**src/rtl/rr_arb2_stage_if.sv**
```systemverilog
// rr_arb2_stage_if
//   Bundles the two source handshakes (a, b) and the registered output
//   handshake (y, sel) of the two-input round-robin arbiter stage.
//
//   Modports:
//     master - producer/consumer side: drives a/b valid+data and y_ready,
//              observes the readies, y_valid, y_data and sel.
//     slave  - arbiter side (rr_arb2_stage): the mirror image.
//
//   Optional: with RR_ARB2_PKT_LOCK_EN defined the interface also carries
//   a_last / b_last (end-of-packet markers) and y_last (registered copy).
interface rr_arb2_stage_if #(
    parameter int WIDTH = 8
);
    logic             a_valid;
    logic [WIDTH-1:0] a_data;
    logic             a_ready;
    logic             b_valid;
    logic [WIDTH-1:0] b_data;
    logic             b_ready;
    logic             y_valid;
    logic [WIDTH-1:0] y_data;
    logic             y_ready;
    logic             sel;
`ifdef RR_ARB2_PKT_LOCK_EN
    logic             a_last;
    logic             b_last;
    logic             y_last;
`endif

    modport master (
`ifdef RR_ARB2_PKT_LOCK_EN
        output a_last, b_last,
        input  y_last,
`endif
        output a_valid, a_data, b_valid, b_data, y_ready,
        input  a_ready, b_ready, y_valid, y_data, sel
    );

    modport slave (
`ifdef RR_ARB2_PKT_LOCK_EN
        input  a_last, b_last,
        output y_last,
`endif
        input  a_valid, a_data, b_valid, b_data, y_ready,
        output a_ready, b_ready, y_valid, y_data, sel
    );
endinterface

```
**src/rtl/rr_arb2_stage.sv**
```systemverilog
// rr_arb2_stage
//   Two-input round-robin arbiter with valid/ready handshakes and a single
//   registered output stage. Feeds a 2:1 mux: sel = 1 means the word in the
//   output register came from source a, 0 means source b.
//
//   Ports:
//     clk  - rising-edge clock
//     rst  - synchronous, active-high reset
//     bus  - rr_arb2_stage_if.slave: a_valid/a_data/a_ready,
//            b_valid/b_data/b_ready (readies combinational),
//            y_valid/y_data/sel (registered), y_ready (downstream accept)
//
//   Optional feature macro: RR_ARB2_PKT_LOCK_EN
//     When defined, a multi-beat packet (a_last/b_last = 0 on all but the
//     final beat) locks the arbiter to its source until the final beat has
//     been accepted, and y_last carries the end-of-packet marker.
module rr_arb2_stage #(
    parameter int WIDTH = 8
) (
    input logic           clk,
    input logic           rst,
    rr_arb2_stage_if.slave bus
);

    logic             y_valid_q;
    logic [WIDTH-1:0] y_data_q;
    logic             sel_q;
    logic             last_q;      // 1 = a was granted most recently
    logic             load;
    logic             rr_a;
    logic             rr_b;
    logic             grant_a;
    logic             grant_b;

`ifdef RR_ARB2_PKT_LOCK_EN
    typedef enum logic [1:0] {ARB, LOCK_A, LOCK_B} state_t;
    state_t state;
    logic   y_last_q;
`endif

    // The register can take a new word when empty or when it is being
    // drained on this same edge, which gives full throughput.
    assign load = !y_valid_q || bus.y_ready;

    // Plain round-robin choice: on a tie the source not granted last wins.
    always_comb begin
        rr_a = bus.a_valid && (!bus.b_valid || !last_q);
        rr_b = bus.b_valid && (!bus.a_valid ||  last_q);
    end

`ifdef RR_ARB2_PKT_LOCK_EN
    // Inside a packet only the owning source may be granted.
    always_comb begin
        grant_a = 1'b0;
        grant_b = 1'b0;
        unique case (state)
            LOCK_A:  grant_a = bus.a_valid;
            LOCK_B:  grant_b = bus.b_valid;
            default: begin
                grant_a = rr_a;
                grant_b = rr_b;
            end
        endcase
    end
`else
    assign grant_a = rr_a;
    assign grant_b = rr_b;
`endif

    // Readies are suppressed during reset so nothing is consumed on a
    // cycle whose result is about to be discarded.
    assign bus.a_ready = !rst && load && grant_a;
    assign bus.b_ready = !rst && load && grant_b;

    // Output register, round-robin history and (optionally) packet FSM.
    // With load low everything holds, keeping y_data/sel stable under stall.
    always_ff @(posedge clk) begin
        if (rst) begin
            y_valid_q <= 1'b0;
            y_data_q  <= '0;
            sel_q     <= 1'b0;
            last_q    <= 1'b0;
`ifdef RR_ARB2_PKT_LOCK_EN
            y_last_q  <= 1'b0;
            state     <= ARB;
`endif
        end else if (load) begin
            if (grant_a) begin
                y_valid_q <= 1'b1;
                y_data_q  <= bus.a_data;
                sel_q     <= 1'b1;
                last_q    <= 1'b1;
`ifdef RR_ARB2_PKT_LOCK_EN
                y_last_q  <= bus.a_last;
                state     <= bus.a_last ? ARB : LOCK_A;
`endif
            end else if (grant_b) begin
                y_valid_q <= 1'b1;
                y_data_q  <= bus.b_data;
                sel_q     <= 1'b0;
                last_q    <= 1'b0;
`ifdef RR_ARB2_PKT_LOCK_EN
                y_last_q  <= bus.b_last;
                state     <= bus.b_last ? ARB : LOCK_B;
`endif
            end else begin
                y_valid_q <= 1'b0;
            end
        end
    end

    assign bus.y_valid = y_valid_q;
    assign bus.y_data  = y_data_q;
    assign bus.sel     = sel_q;
`ifdef RR_ARB2_PKT_LOCK_EN
    assign bus.y_last  = y_last_q;
`endif

endmodule

```
**src/flat_wrapper.sv**
```systemverilog
// flat-port wrapper written by rule: the top's interface ports become plain ports
module rr_arb2_stage_flat 
#(
    parameter int WIDTH = 8
)
  (clk, rst, bus_a_valid, bus_a_data, bus_b_valid, bus_b_data, bus_y_ready, bus_a_ready, bus_b_ready, bus_y_valid, bus_y_data, bus_sel);
  rr_arb2_stage_if #(.WIDTH(WIDTH)) bus_i ();
  input logic clk;
  input logic rst;
  input wire logic [$bits(bus_i.a_valid)-1:0] bus_a_valid;
  input wire logic [$bits(bus_i.a_data)-1:0] bus_a_data;
  input wire logic [$bits(bus_i.b_valid)-1:0] bus_b_valid;
  input wire logic [$bits(bus_i.b_data)-1:0] bus_b_data;
  input wire logic [$bits(bus_i.y_ready)-1:0] bus_y_ready;
  output wire logic [$bits(bus_i.a_ready)-1:0] bus_a_ready;
  output wire logic [$bits(bus_i.b_ready)-1:0] bus_b_ready;
  output wire logic [$bits(bus_i.y_valid)-1:0] bus_y_valid;
  output wire logic [$bits(bus_i.y_data)-1:0] bus_y_data;
  output wire logic [$bits(bus_i.sel)-1:0] bus_sel;
  assign bus_i.a_valid = bus_a_valid;
  assign bus_i.a_data = bus_a_data;
  assign bus_i.b_valid = bus_b_valid;
  assign bus_i.b_data = bus_b_data;
  assign bus_i.y_ready = bus_y_ready;
  assign bus_a_ready = bus_i.a_ready;
  assign bus_b_ready = bus_i.b_ready;
  assign bus_y_valid = bus_i.y_valid;
  assign bus_y_data = bus_i.y_data;
  assign bus_sel = bus_i.sel;
  rr_arb2_stage #(.WIDTH(WIDTH)) u_core (.clk(clk), .rst(rst), .bus(bus_i));
endmodule
```
**config.mk**
```make
export PLATFORM = sky130hd
export DESIGN_NAME = rr_arb2_stage_flat
export DESIGN_NICKNAME = d
export VERILOG_FILES = /design/src/rtl/rr_arb2_stage_if.sv /design/src/rtl/rr_arb2_stage.sv /design/src/flat_wrapper.sv
export SDC_FILE = /design/constraint.sdc
export NUM_CORES = 1
export LEC_CHECK = 0
export ABC_AREA = 1
export CAP_MARGIN = 15
export CORE_MARGIN = 2
export CORE_UTILIZATION = 39
export CTS_CLUSTER_SIZE = 30
export DETAILED_ROUTE_END_ITERATION = 10
export GPL_ROUTABILITY_DRIVEN = 1
export PLACE_DENSITY = 0.94
export SLEW_MARGIN = 25
export SYNTH_ARGS = -nofsm -noshare
export SYNTH_HDL_FRONTEND = slang
export SYNTH_SLANG_ARGS = --single-unit
```
**constraint.sdc**
```tcl
create_clock -name clk -period 2.1 [get_ports clk]
set_input_delay 0.42 -clock clk [delete_from_list [all_inputs] [get_ports clk]]
set_output_delay 0.42 -clock clk [all_outputs]
set_load 0.02 [all_outputs]
```
# Word-level counts from Yosys, hierarchy flattened

Index checks and enable logic that the tools add are counted.

Mux-type cells: 6
Reductions and logical operators: 15

Operators by type and width:

| cell                | number |
|---|---|
| 8-bit two-way mux   | 2 |
| 1-bit logical AND   | 5 |
| 1-bit zero test     | 5 |
| 1-bit two-way mux   | 4 |
| 1-bit logical OR    | 3 |
| 2-bit AND reduction | 1 |
| 2-bit nonzero test  | 1 |

Register bits after elaboration: 10
Output and inout port bits: 12
Word-level logic and storage cells: 24

# Depth between registers and ports, before layout

Gate-level depths: netlist of the first run.

Depth after elaboration: 5
Mapped depth: 7
Mapped depth without buffers: 7

# Worst setup path before layout of the first run

OpenSTA, ideal clock, no wires.

Path type: register to output
Start: register, netlist name u_core.bus.sel
End: output port bus_a_ready
Arrival: 0.989 ns
Data required time: 1.680 ns
Setup slack: 0.691 ns
Cell stages (with the launch flop): 4
Cells stage by stage: dfxtp_1 nand2_2 nand2_2 nor2_1

RTL lines:

| what             | RTL line           | text |
|---|---|---|
| end: declaration | flat_wrapper.sv:15 | `output wire logic [$bits(bus_i.a_ready)-1:0] bus_a_ready;` |

# Worst setup path in the final report of the first run

Start: input port bus_y_ready
End: output port bus_b_ready

Cells in the longest elaborated chain, start to end: 3

Ends and longest elaborated chain:

| what                           | RTL line            | text |
|---|---|---|
| start: declaration             | flat_wrapper.sv:14  | `input wire logic [$bits(bus_i.y_ready)-1:0] bus_y_ready;` |
| 1-bit logical OR               | rr_arb2_stage.sv:43 | `assign load = !y_valid_q \|\| bus.y_ready;` |
| 1-bit logical AND (2 in a row) | rr_arb2_stage.sv:73 | `assign bus.b_ready = !rst && load && grant_b;` |
| end: declaration               | flat_wrapper.sv:16  | `output wire logic [$bits(bus_i.b_ready)-1:0] bus_b_ready;` |

No other way between the ends.

==> results.md, run 1 <==
* Synth unique cells at 14
* Antenna viol nets, final at 0
* Worst setup EP type: primary output
* Layout cells sized above 1 at 14.0%
* Row count at 13
* CP Max Fanout at 3
* DRT Wirelength at 1670 µm
* Skew-Pair Late Insertion Delay at around 0.27 ns
* Synth warn at 0
* Maximum clock path buffer count at 2
* Logic gate share of total power at 34.1%
* H-tree level count at 1
* First drt pass iteration count at 4
* Synth Cell Area at about 570 µm²
* P_sw at 0.184 mW
* Syn Inst Count at 94
* Clk pwr share at 29.4%
* Startpoint types: input pin
* Drt via density at 4.80
* Tmin final at 1.93 ns
* Reg clk slew, reported paths at around 0.07 ns
* Commonest non-fill, non-tap cell in the layout: nand2_1
* Final period utilization at 91.7%
* Slew Viols, Final at 0
* CP most frequent cell: nand2_1
* Most frequent cells in the layout: nand2_1, clkdlybuf4s50_1, nor2_1
* Seq pwr share at a little over a third
* Hold Vio Cnt, Final at 0
* Rel. slew slack at 85.0%
* Die Wd at 42.2 µm
* Number of CTS-inserted buffers at 3
* Worst VDD drop at 0.556 mV
* Largest net degree at the start of global routing at 19
* DP Wirelength at roughly 1400 µm
* IO Pins at 33
* Worst-margin pin slew at 0.224 ns
* Reg2Reg Setup Slack at 0.90 ns
* # nets final at 158
* Endpoints failing setup at 0
* Syn_area_per_cell at 6.06 µm²
* RSZ-0062 raised after global routing: no
* GRT Overall Usage at 21.2%
* Root Driver: clkbuf_4
* Max frequency at 519 MHz
* Post-Syn Nets at 115
* CTS tree: built
* CORE AREA at 1330 µm²
* Pwr dens at 616 nW/µm²
* Critical path's largest stage delay at 0.45 ns
* Die Area at approximately 1800 µm²
* Status: finished, final reports clean
* LEAKAGE at ~0.49 nW
* GPL Wtd Cong at approximately 0.75
* WL per Instance at 11.0 µm
* MaxCap Viol Count at 0
* Port bufs at 32
* Final hold slack at approximately 0.51 ns
* Initial DRC Count at 6
* Final core occ at 73.5%
* Vias in the first global route at 768
* Slowest cell on the critical path: clkdlybuf4s50_1
* Worst Setup Path Type: in -> out
* Critical Path RT at 1.68 ns
* First-pass GRT wire length at 2890 µm
* Remaining Overflow, GRT at 0
* Ant diodes at 0
* Starting Density at 42.7%
* Synthesized flop and latch total at 10
* Initial antenna violation count at 0
* Clock sinks at 10
* CP arrival at 1.51 ns
* Clock Skew at between 0.002 and 0.003 ns
* Sequential share of the synthesized area at approximately a third
* Pint at 0.420 mW
* Hold Path Class: reg -> reg
* Area Growth Syn to Fin at 72.1%
* Switching power share of the total at between 30% and 40%
* Chip height at ~42 µm
* Via count at 725
* Worst-path cell chain: clkdlybuf4s50_1 -> inv_1 -> nand2_1 -> nand2_1 -> nor2_1 -> dlygate4sd2_1
* Residual DRC at 0
==> cell type report <==
class,instances,area [µm²]
well taps,15,18.8
flip-flops and latches,10,200
multi-input cells,69,298
clock buffers,4,36.3
fillers,117,354
inverters,13,48.8
repair buffers,40,378
==> worst max-delay path: cells and delay by family <==
| family | cells | cell delay (ns) |
|---|---|---|
| buf+inv | 3 | 0.82 |
| simple gates | 3 | 0.26 |
==> per-stage QoR <==
step,setup TNS [ns],power [mW],cell area [µm²],std cells,worst slack [ns]
after floorplan,0,0.327,569,94,0.691
after global placement,-0.123,0.424,946,147,-0.0663
after detailed placement,-0.189,0.433,946,147,-0.102
after CTS,0,0.609,980,151,0.170
after global routing,0,0.638,980,151,0.0724
final,0,0.604,980,151,0.174
==> Yosys cell counts <==
master | n | area (µm²)
inv_1 | 11 | 41.3
nand2_2 | 2 | 12.5
o21ai_2 | 1 | 8.76
clkinv_1 | 1 | 3.75
inv_2 | 1 | 3.75
buf_6 | 2 | 22.5
nor2_2 | 1 | 6.26
nor2_1 | 17 | 63.8
nand2_1 | 36 | 135
nand2_4 | 1 | 11.3
dfxtp_1 | 10 | 200
nand3_1 | 9 | 45.0
a21oi_1 | 1 | 5.00
nand3_2 | 1 | 10.0
==> flip-flops by register name, indices dropped and copies added, names as in the netlist <==
signal and flops:
u_core.bus.y_data 8, u_core.bus.sel 1, u_core.bus.y_valid 1
==> per-layer routing <==
layer  share of wire [%]  global-route usage [%]  wire, µm
met5                   0                       0         0
met4                 2.9                    15.0        48
met3                 5.4                    3.88        90
met2                  57                    40.6       953
met1                  34                    19.3       574
==> repair_timing <==
item                                    4_1_cts  5_1_grt
hold buffers                                  0        0
resized for setup                             2        0
endpoints found under the setup margin        2        0
buffers inserted                              0        0
==> cell families (layout without fill, tap and decap cells) <==
logic type             count (synthesis)  after routing  share of synthesized area, %
buffers and inverters                 15             57                          12.5
AND/OR/NAND/NOR                       67             67                          49.9
flip-flops                            10             10                          35.2
AO/OA/AOI/OAI                          2              2                          2.42
==> power by group through the flow <==
| stage | logic, mW | clock network (mW) | registers, mW |
|---|---|---|---|
| after floorplan | 0.0802 | 0 | 0.247 |
| after global placement | 0.201 | 0 | 0.223 |
| after detailed placement | 0.208 | 0 | 0.225 |
| after CTS | 0.208 | 0.181 | 0.220 |
| after global routing | 0.228 | 0.188 | 0.222 |
| final | 0.206 | 0.177 | 0.220 |
==> worst paths after layout <==
path | startpoint | to | cells past startpoint
worst max register to register | u_core.bus.sel | u_core.bus.y_data[3] | 8
worst max-delay path | bus_y_ready | bus_b_ready | 6
worst min register to register | u_core.bus.y_data[1] | u_core.bus.y_data[1] | 4
worst min-delay path | u_core.bus.y_data[1] | u_core.bus.y_data[1] | 4
No activity file was read; power rests on OpenSTA's default activity.
==> inputs of run 2 (changes only) <==
- CTS_CLUSTER_SIZE: 30 -> unset
- RECOVER_POWER: unset -> 25
- SKIP_CTS_REPAIR_TIMING: unset -> 1
==> run 2 against run 1 <==
Sequential share of layout area unchanged. Worst setup slack better by 0.0058 ns. Critical path depth down 1. Sequential power about the same. Worst hold slack about the same. Non-clock buffer count unchanged. Cell area unchanged. Routed wire length up 4.0%. Clock power about the same. Highest routed layer unchanged.
==> results.md, run 2 (synthesis gave the netlist of run 1 again) <==
* Clock Skew at 0.00393 ns
* Row count at 13
* Drt via density at 4.80
* IO Pins at 33
* Startpoint types: input pin
* Final period utilization at between 90% and 100%
* Port bufs at 32
* GRT Overall Usage at 21.1%
* Number of CTS-inserted buffers at 3
* Via count at 725
* RSZ-0062 raised after global routing: no
* First-pass GRT wire length at 2880 µm
* Non-Filler Instances at 151
* Worst-margin pin slew at between 0.5 and 0.6 ns
* Remaining Overflow, GRT at 0
* Vias in the first global route at around 760
* Initial DRC Count at 6
* Layout cells sized above 1 at 13.2%
* Most frequent cells in the layout: nand2_1, clkdlybuf4s50_1, nor2_1
* Endpoints failing setup at 0
* Status: finished, final reports clean
* Commonest non-fill, non-tap cell in the layout: nand2_1
* Antenna viol nets, final at 0
* Area Growth Syn to Fin at 72.1%
* Worst Hold Launch: u_core.bus.y_data[1]
* Max frequency at 521 MHz
* Clock sinks at 10
* Final core occ at 73.5%
* R2R Path Start: u_core.bus.sel
* Ant diodes at 0
* Largest net degree at the start of global routing at 19
* Fillers at 117
* Dpl ws at -0.102 ns
* Final worst slack at ~0.18 ns
* Rel. slew slack at 61.7%
* Worst setup EP type: primary output
* Final Cell Area at approximately 980 µm²
* H-tree level count at 1
* Skew-Pair Late Insertion Delay at ~0.28 ns
* Chip height at 42.2 µm
* Reg clk slew, reported paths at ~0.070 ns
* Slew Viols, Final at 0
* DP Wirelength at 1350 µm
* Initial antenna violation count at 0
* CORE AREA at ~1300 µm²
* LEAKAGE at 0.511 nW
* Residual DRC at 0
* Root Driver: clkbuf_4
* DRT Wirelength at 1730 µm
* First drt pass iteration count at 4
* Die Wd at 42.2 µm
* Starting Density at 42.7%
* Maximum clock path buffer count at 2
* Critical Path RT at roughly 1.7 ns
* CP arrival at ~1.5 ns
* Worst Setup Path Type: in -> out
* CP Max Fanout at 4
* Worst VDD drop at 0.637 mV
* MaxCap Viol Count at 0
* Die Area at between 1500 and 2000 µm²
* WL per Instance at approximately 11 µm
* # nets final at 158
* Hold Vio Cnt, Final at 0
* CTS tree: built
* GPL Wtd Cong at 0.754
* Tmin final at 1.92 ns
* Critical path launch point: bus_a_valid
* Hold Path Class: reg -> reg
* Pwr dens at about 620 nW/µm²
* Largest register FFs at 8
* Placed cell area at approximately 950 µm²
* Cells after DPL at 147
## run 2: metal layers
| layer | part of all wire (%) | global-route usage (%) |
|---|---|---|
| met5 | 0 | 0 |
| met4 | 2.8 | 15.0 |
| met3 | 5.5 | 3.88 |
| met2 | 57 | 40.3 |
| met1 | 34 | 19.3 |
## run 2: final cells by class
type	count	area (µm²)	share of cell area, %
Timing Repair Buffer	40	385	39.3
Multi-Input combinational cell	69	290	29.6
Sequential cell	10	200	20.4
Inverter	13	48.8	4.98
Clock buffer	4	36.3	3.70
Tap cell	15	18.8	1.92
## run 2: through the flow
stage          power [mW]  hold WS, ns  TNS (ns)
4_1_cts             0.611        0.514    -0.198
5_1_grt             0.638        0.569         0
6_report            0.606        0.514         0
3_5_place_dp        0.433        0.503    -0.189
3_3_place_gp        0.424        0.498    -0.123
2_1_floorplan       0.327        0.489         0
## run 2: worst paths after layout
check	endpoint	slack, ns	cells past startpoint
worst max-delay path	bus_b_ready	0.18	5
worst min-delay path	u_core.bus.y_data[1]	0.51	4
worst max register to register	u_core.bus.y_data[3]	0.58	8
worst min register to register	u_core.bus.y_data[1]	0.51	4
## run 2: critical path, stage by stage
cell and delay (ns):
dlygate4sd3_1 0.61, nand2_1 0.12, nand2_1 0.05, nor2_1 0.07, dlymetal6s2s_1 0.22
## run 2: power breakdown
part	leakage (nW)	switching, mW	internal, mW
clock network	0.0210	0.0749	0.106
registers	0.0833	0.0114	0.209
logic	0.407	0.100	0.105
